## src/rtl/shared_pkg.sv

```systemverilog
// Types and default sizing shared by the FIFO family.
package shared_pkg;

  typedef enum logic {FIFO_STD, FIFO_FWFT} fifo_mode_e;

  localparam int FIFO_WIDTH = 16;
  localparam int FIFO_DEPTH = 8;

endpackage

```

## src/rtl/fifo_mem.sv

```systemverilog
// FIFO storage: one synchronous write port and one asynchronous read port.
module fifo_mem #(
  parameter int DATA_WIDTH = 16,
  parameter int DEPTH      = 8,
  parameter int ADDR_W     = 3
) (
  input  logic                  clk,
  input  logic                  we,
  input  logic [ADDR_W-1:0]     waddr,
  input  logic [DATA_WIDTH-1:0] wdata,
  input  logic [ADDR_W-1:0]     raddr,
  output logic [DATA_WIDTH-1:0] rdata
);

  logic [DATA_WIDTH-1:0] mem [DEPTH];

  always_ff @(posedge clk) begin
    if (we) begin
      mem[waddr] <= wdata;
    end
  end

  assign rdata = mem[raddr];

endmodule

```

## src/rtl/sync_fifo_prog.sv

```systemverilog
// Single-clock FIFO with selectable STD/FWFT read mode, programmable
// almost-full/almost-empty thresholds, occupancy count and synchronous flush.
module sync_fifo_prog
  import shared_pkg::*;
#(
  parameter int         DATA_WIDTH = FIFO_WIDTH,
  parameter int         DEPTH      = FIFO_DEPTH,
  parameter fifo_mode_e MODE       = FIFO_STD,
  localparam int        CNT_W      = $clog2(DEPTH + 1)
) (
  input  logic                  clk,
  input  logic                  rst,
  input  logic [DATA_WIDTH-1:0] data_in,
  input  logic                  wr_en,
  input  logic                  rd_en,
  input  logic                  flush,
  input  logic [CNT_W-1:0]      af_level,
  input  logic [CNT_W-1:0]      ae_level,
  output logic [DATA_WIDTH-1:0] data_out,
  output logic                  wr_ack,
  output logic                  overflow,
  output logic                  underflow,
  output logic                  full,
  output logic                  empty,
  output logic                  almostfull,
  output logic                  almostempty,
  output logic [CNT_W-1:0]      count
);

  localparam int               PTR_W    = (DEPTH > 1) ? $clog2(DEPTH) : 1;
  localparam logic [PTR_W-1:0] LAST_PTR = PTR_W'(DEPTH - 1);
  localparam logic [CNT_W-1:0] FULL_CNT = CNT_W'(DEPTH);

  logic [PTR_W-1:0]      wr_ptr_reg, wr_ptr_next;
  logic [PTR_W-1:0]      rd_ptr_reg, rd_ptr_next;
  logic [CNT_W-1:0]      count_reg, count_next;
  logic                  wr_ack_reg, wr_ack_next;
  logic                  overflow_reg, overflow_next;
  logic                  underflow_reg, underflow_next;
  logic                  rd_ok, wr_ok;
  logic                  mem_we, pop;
  logic [DATA_WIDTH-1:0] rdata;

  assign full        = (count_reg == FULL_CNT);
  assign empty       = (count_reg == '0);
  assign almostfull  = (af_level != '0) && (count_reg >= af_level);
  assign almostempty = (count_reg <= ae_level);
  assign count       = count_reg;
  assign wr_ack      = wr_ack_reg;
  assign overflow    = overflow_reg;
  assign underflow   = underflow_reg;

  // A read frees a slot in the same cycle, so a full FIFO still takes a write.
  assign rd_ok  = rd_en && !empty;
  assign wr_ok  = wr_en && (!full || rd_ok);
  assign mem_we = wr_ok && !flush && !rst;
  assign pop    = rd_ok && !flush;

  always_comb begin
    wr_ptr_next    = wr_ptr_reg;
    rd_ptr_next    = rd_ptr_reg;
    count_next     = count_reg;
    wr_ack_next    = 1'b0;
    overflow_next  = 1'b0;
    underflow_next = 1'b0;
    if (flush) begin
      wr_ptr_next = '0;
      rd_ptr_next = '0;
      count_next  = '0;
    end else begin
      // Explicit wrap keeps non-power-of-2 depths correct.
      if (wr_ok) begin
        wr_ptr_next = (wr_ptr_reg == LAST_PTR) ? '0 : wr_ptr_reg + PTR_W'(1);
      end
      if (rd_ok) begin
        rd_ptr_next = (rd_ptr_reg == LAST_PTR) ? '0 : rd_ptr_reg + PTR_W'(1);
      end
      case ({wr_ok, rd_ok})
        2'b10:   count_next = count_reg + CNT_W'(1);
        2'b01:   count_next = count_reg - CNT_W'(1);
        default: count_next = count_reg;
      endcase
      wr_ack_next    = wr_ok;
      overflow_next  = wr_en && !wr_ok;
      underflow_next = rd_en && !rd_ok;
    end
  end

  always_ff @(posedge clk) begin
    if (rst) begin
      wr_ptr_reg    <= '0;
      rd_ptr_reg    <= '0;
      count_reg     <= '0;
      wr_ack_reg    <= 1'b0;
      overflow_reg  <= 1'b0;
      underflow_reg <= 1'b0;
    end else begin
      wr_ptr_reg    <= wr_ptr_next;
      rd_ptr_reg    <= rd_ptr_next;
      count_reg     <= count_next;
      wr_ack_reg    <= wr_ack_next;
      overflow_reg  <= overflow_next;
      underflow_reg <= underflow_next;
    end
  end

  fifo_mem #(
    .DATA_WIDTH (DATA_WIDTH),
    .DEPTH      (DEPTH),
    .ADDR_W     (PTR_W)
  ) u_mem (
    .clk   (clk),
    .we    (mem_we),
    .waddr (wr_ptr_reg),
    .wdata (data_in),
    .raddr (rd_ptr_reg),
    .rdata (rdata)
  );

  if (MODE == FIFO_STD) begin : g_std
    logic [DATA_WIDTH-1:0] data_out_reg;

    always_ff @(posedge clk) begin
      if (rst) begin
        data_out_reg <= '0;
      end else if (pop) begin
        data_out_reg <= rdata;
      end
    end

    assign data_out = data_out_reg;
  end else begin : g_fwft
    // Head word is shown directly; zero while nothing is stored.
    assign data_out = empty ? '0 : rdata;
  end

endmodule

```

## config.mk

```make
export PLATFORM = sky130hd
export DESIGN_NAME = sync_fifo_prog
export DESIGN_NICKNAME = d
export VERILOG_FILES = /design/src/rtl/shared_pkg.sv /design/src/rtl/fifo_mem.sv /design/src/rtl/sync_fifo_prog.sv
export SDC_FILE = /design/constraint.sdc
export NUM_CORES = 1
export LEC_CHECK = 0
export CORE_UTILIZATION = 40
export CTS_CLUSTER_SIZE = 25
export DETAILED_ROUTE_END_ITERATION = 12
export HOLD_SLACK_MARGIN = 0.06
export PLACE_DENSITY_LB_ADDON = 0.08
export SLEW_MARGIN = 20
export SYNTH_ARGS = -nofsm -noshare
export SYNTH_HDL_FRONTEND = slang
export SYNTH_SLANG_ARGS = --single-unit
```

## constraint.sdc

```tcl
create_clock -name clk -period 8.8 [get_ports clk]
set_clock_uncertainty 0.05 [all_clocks]
set_input_delay 2.2 -clock clk [delete_from_list [all_inputs] [get_ports clk]]
set_output_delay 2.2 -clock clk [all_outputs]
set_load 0.03 [all_outputs]
```

==> impl_metrics.tcl <==
set metrics [dict create \
    cts.reportedPaths.clkPinSlew_ps 60 \
    drtAntennaViolNets 0 \
    power.share.sequential_pct 49.8 \
    rows 46 \
    crit_family "buffers and inverters" \
    synth_cell_types 45 \
    drv_slew 0 \
    ioPinCount 56 \
    worst_path_max_delay_cell "clkdlybuf4s50_1" \
    p_switching_mw 0.353 \
    p_leak_nw 2.50 \
    h-tree-depth 4 \
    rsz0062_at_grt "false" \
    rr_worst_depth 4 \
    cts_tree "yes" \
    r2r-start "count[1]$_SDFFE_PP0P_" \
    total_power_mw 1.65 \
    port_buffers 55 \
    yosysMostFrequentCell "edfxtp_1" \
    critPathMaxFanout 2 \
    finalWeightedCongestion 0.695 \
    setup_viol 0 \
    wl_mm 12.5 \
    n_antenna_cell 0 \
    maxCapViolations 0 \
    fp.dieW_um 129 \
    cts_resized 0 \
    worstPathCellList "clkdlybuf4s50_1 > inv_1 > ha_1 > nor2b_1 > o21a_1 > o21a_1 > o21ai_0 > clkdlybuf4s50_1" \
    share_comb_of_total_power_pct 6.4 \
    fp.dieH_um 129 \
    syn_inst 358 \
    synth_commonest_cells "128 x edfxtp_1, 32 x mux4_2, 29 x dfxtp_1, 27 x nor2_1, 18 x mux2i_1" \
    cp.depth 8 \
    ir_worst_vdd_v 0.000128 \
    grt_overflow 0 \
    ys_warn_count 0 \
    clock.fmax_mhz 153 \
    cts_setup_buffers 0 \
    ys_ff_latch 157 \
    vias 3342 \
    final.period_utilization_pct 74.1 \
    start_kind "primary input" \
    crit_buf_inv 3 \
    max_slew_margin_pct 27.5 \
    cts_buffers 17 \
    hold_viol_final 0 \
    startpoint "ae_level[1]" \
    p_clk_share_pct 43.8 \
    arrival_ps 4270 \
    synth_ff_type "edfxtp_1" \
    grt_antenna_before_repair 0 \
    drc_errors 0 \
    drt_pre_antenna_iters 4 \
    grt.total_usage_pct 16.3 \
    grt_max_degree 33 \
    area_growth_pct 22.1 \
    avgViaCountPerCell 5.13 \
    cts_buffer_depth 2 \
    start_util_pct 40.7 \
    hold_class "reg -> reg" \
    largest_register_ff_count 128 \
    drt_iter0_markers 239 \
    yosys.area.top_type_share_pct 59.7 \
    root_buffer "clkbuf_16" \
    synth-seq-area-share_pct 68.7 \
    switching_share_pct 21.4 \
    endpoint_kind "primary output" \
    netlist_area_sq_um 6440 \
    grt_pass1_vias 3450 \
    syn_nets 402 \
    path_class "in -> out" \
    yosys-top-cells-area "edfxtp_1 60%, mux4_2 11%, dfxtp_1 9.0%" \
    yosysTopAreaCell "edfxtp_1" \
    tightestPinTransition_ps 1080 \
    cts-hold-fix-buffers 0 \
    wl_per_cell_um 19.2 \
    fin_crit_ps 6520 \
    cpPeakStageDelay_ps 690 \
    clkSinkCount 157 \
    async_reset_ff_share_pct 0 \
    reg2reg_slack_ps 6290 \
    design.core.area_sq_um 15800 \
    status "complete, no violations" \
    fin_nets 466 \
    p_int_mw 1.29 \
    grt_pass1_wl_mm 19.4 \
    fin_setup_tns_ps 0 \
    clk_latency_ps 410 \
    critPathRequiredTime_ps 6550 \
    cellPowerDensity_nw_per_um2 209 \
    drive_gt1_share_pct 24.4 \
    endpoint "almostempty" \
    dp_hpwl_mm 7.39 \
    synth_area_per_cell_sq_um 18.0 \
    r2r_end "u_mem.mem[2][10]$_DFFE_PP_" \
    dieArea_sq_um 16600 \
    synth_edf_count 128 \
]
==> worst min-delay path, cell delays in order (launching register included) <==
cell and delay (ps):
dfxtp_1 310, nor2_1 120, a211oi_2 50
==> metal layers <==
layer,GRT usage [%],vias to the layer above,share of wire [%]
met5,0,-,0
met2,26.6,55,50
met1,21.6,1726,47
met4,4.84,0,0.88
met3,4.32,10,2.8
li1,-,1551,-
==> final cells by class <==
type	count	area (sq um)
Timing Repair Buffer	65	629
Tap cell	216	270
Sequential cell	157	4430
Multi-Input combinational cell	170	1910
Clock inverter	13	139
Clock buffer	19	453
Inverter	11	41.3
Fill cell	1330	7960
==> worst min path at each step <==
| stage | startpoint | to | depth (start not counted) |
|---|---|---|---|
| floorplan | wr_ptr_reg[1]$_SDFFE_PP0P_ | wr_ptr_reg[1]$_SDFFE_PP0P_ | 2 |
| CTS | data_out[9]$_SDFFE_PP0P_ | data_out[9]$_SDFFE_PP0P_ | 2 |
| global route | data_out[13]$_SDFFE_PP0P_ | data_out[13]$_SDFFE_PP0P_ | 2 |
| finish | data_out[9]$_SDFFE_PP0P_ | data_out[9]$_SDFFE_PP0P_ | 2 |
| detailed placement | data_out[9]$_SDFFE_PP0P_ | data_out[9]$_SDFFE_PP0P_ | 2 |
| global placement | data_out[2]$_SDFFE_PP0P_ | data_out[2]$_SDFFE_PP0P_ | 2 |
==> power by group through the flow <==
stage | clock network [mW] | registers (mW) | logic (mW)
after detailed placement | 0 | 0.835 | 0.107
after global placement | 0 | 0.835 | 0.105
final | 0.721 | 0.819 | 0.105
after CTS | 0.738 | 0.820 | 0.107
after floorplan | 0 | 0.843 | 0.0559
after global routing | 0.765 | 0.820 | 0.115
==> through the flow <==
step | std cells | util, % | hold slack, ps | instance area, sq um | worst slack (ps)
3_3_place_gp | 618 | 45.9 | 464 | 7260 | 2320
6_report | 651 | 49.7 | 482 | 7860 | 2280
4_1_cts | 650 | 49.6 | 483 | 7850 | 2260
2_1_floorplan | 358 | - | 460 | 6440 | 2930
5_1_grt | 651 | 49.7 | 499 | 7860 | 2210
3_5_place_dp | 618 | 45.9 | 470 | 7260 | 2260
==> cell usage in the layout, fill, tap and decap left out, types with 4 or more instances in the layout <==
master,instances
a211oi_2,16
a21oi_1,5
buf_4,9
clkbuf_16,17
clkdlybuf4s50_1,55
clkinvlp_4,4
dfxtp_1,28
edfxtp_1,128
ha_1,14
inv_1,11
mux2i_1,18
mux4_2,32
nand2_1,6
nand3_1,4
nor2_1,27
nor3_1,4
==> logic make-up after synthesis <==
| kind of cell | Yosys count | share of synthesized area [%] |
|---|---|---|
| muxes | 50 | 14.0 |
| DFF | 157 | 68.7 |
| and+or+nand+nor | 66 | 5.36 |
| xor gates and xnor gates | 3 | 0.408 |
| AOI/OAI and AO/OA | 36 | 5.83 |
| adders and majority gates | 15 | 3.03 |
| buffers and inverters | 31 | 2.68 |
Note: power is estimated with default switching activity, not from simulation.
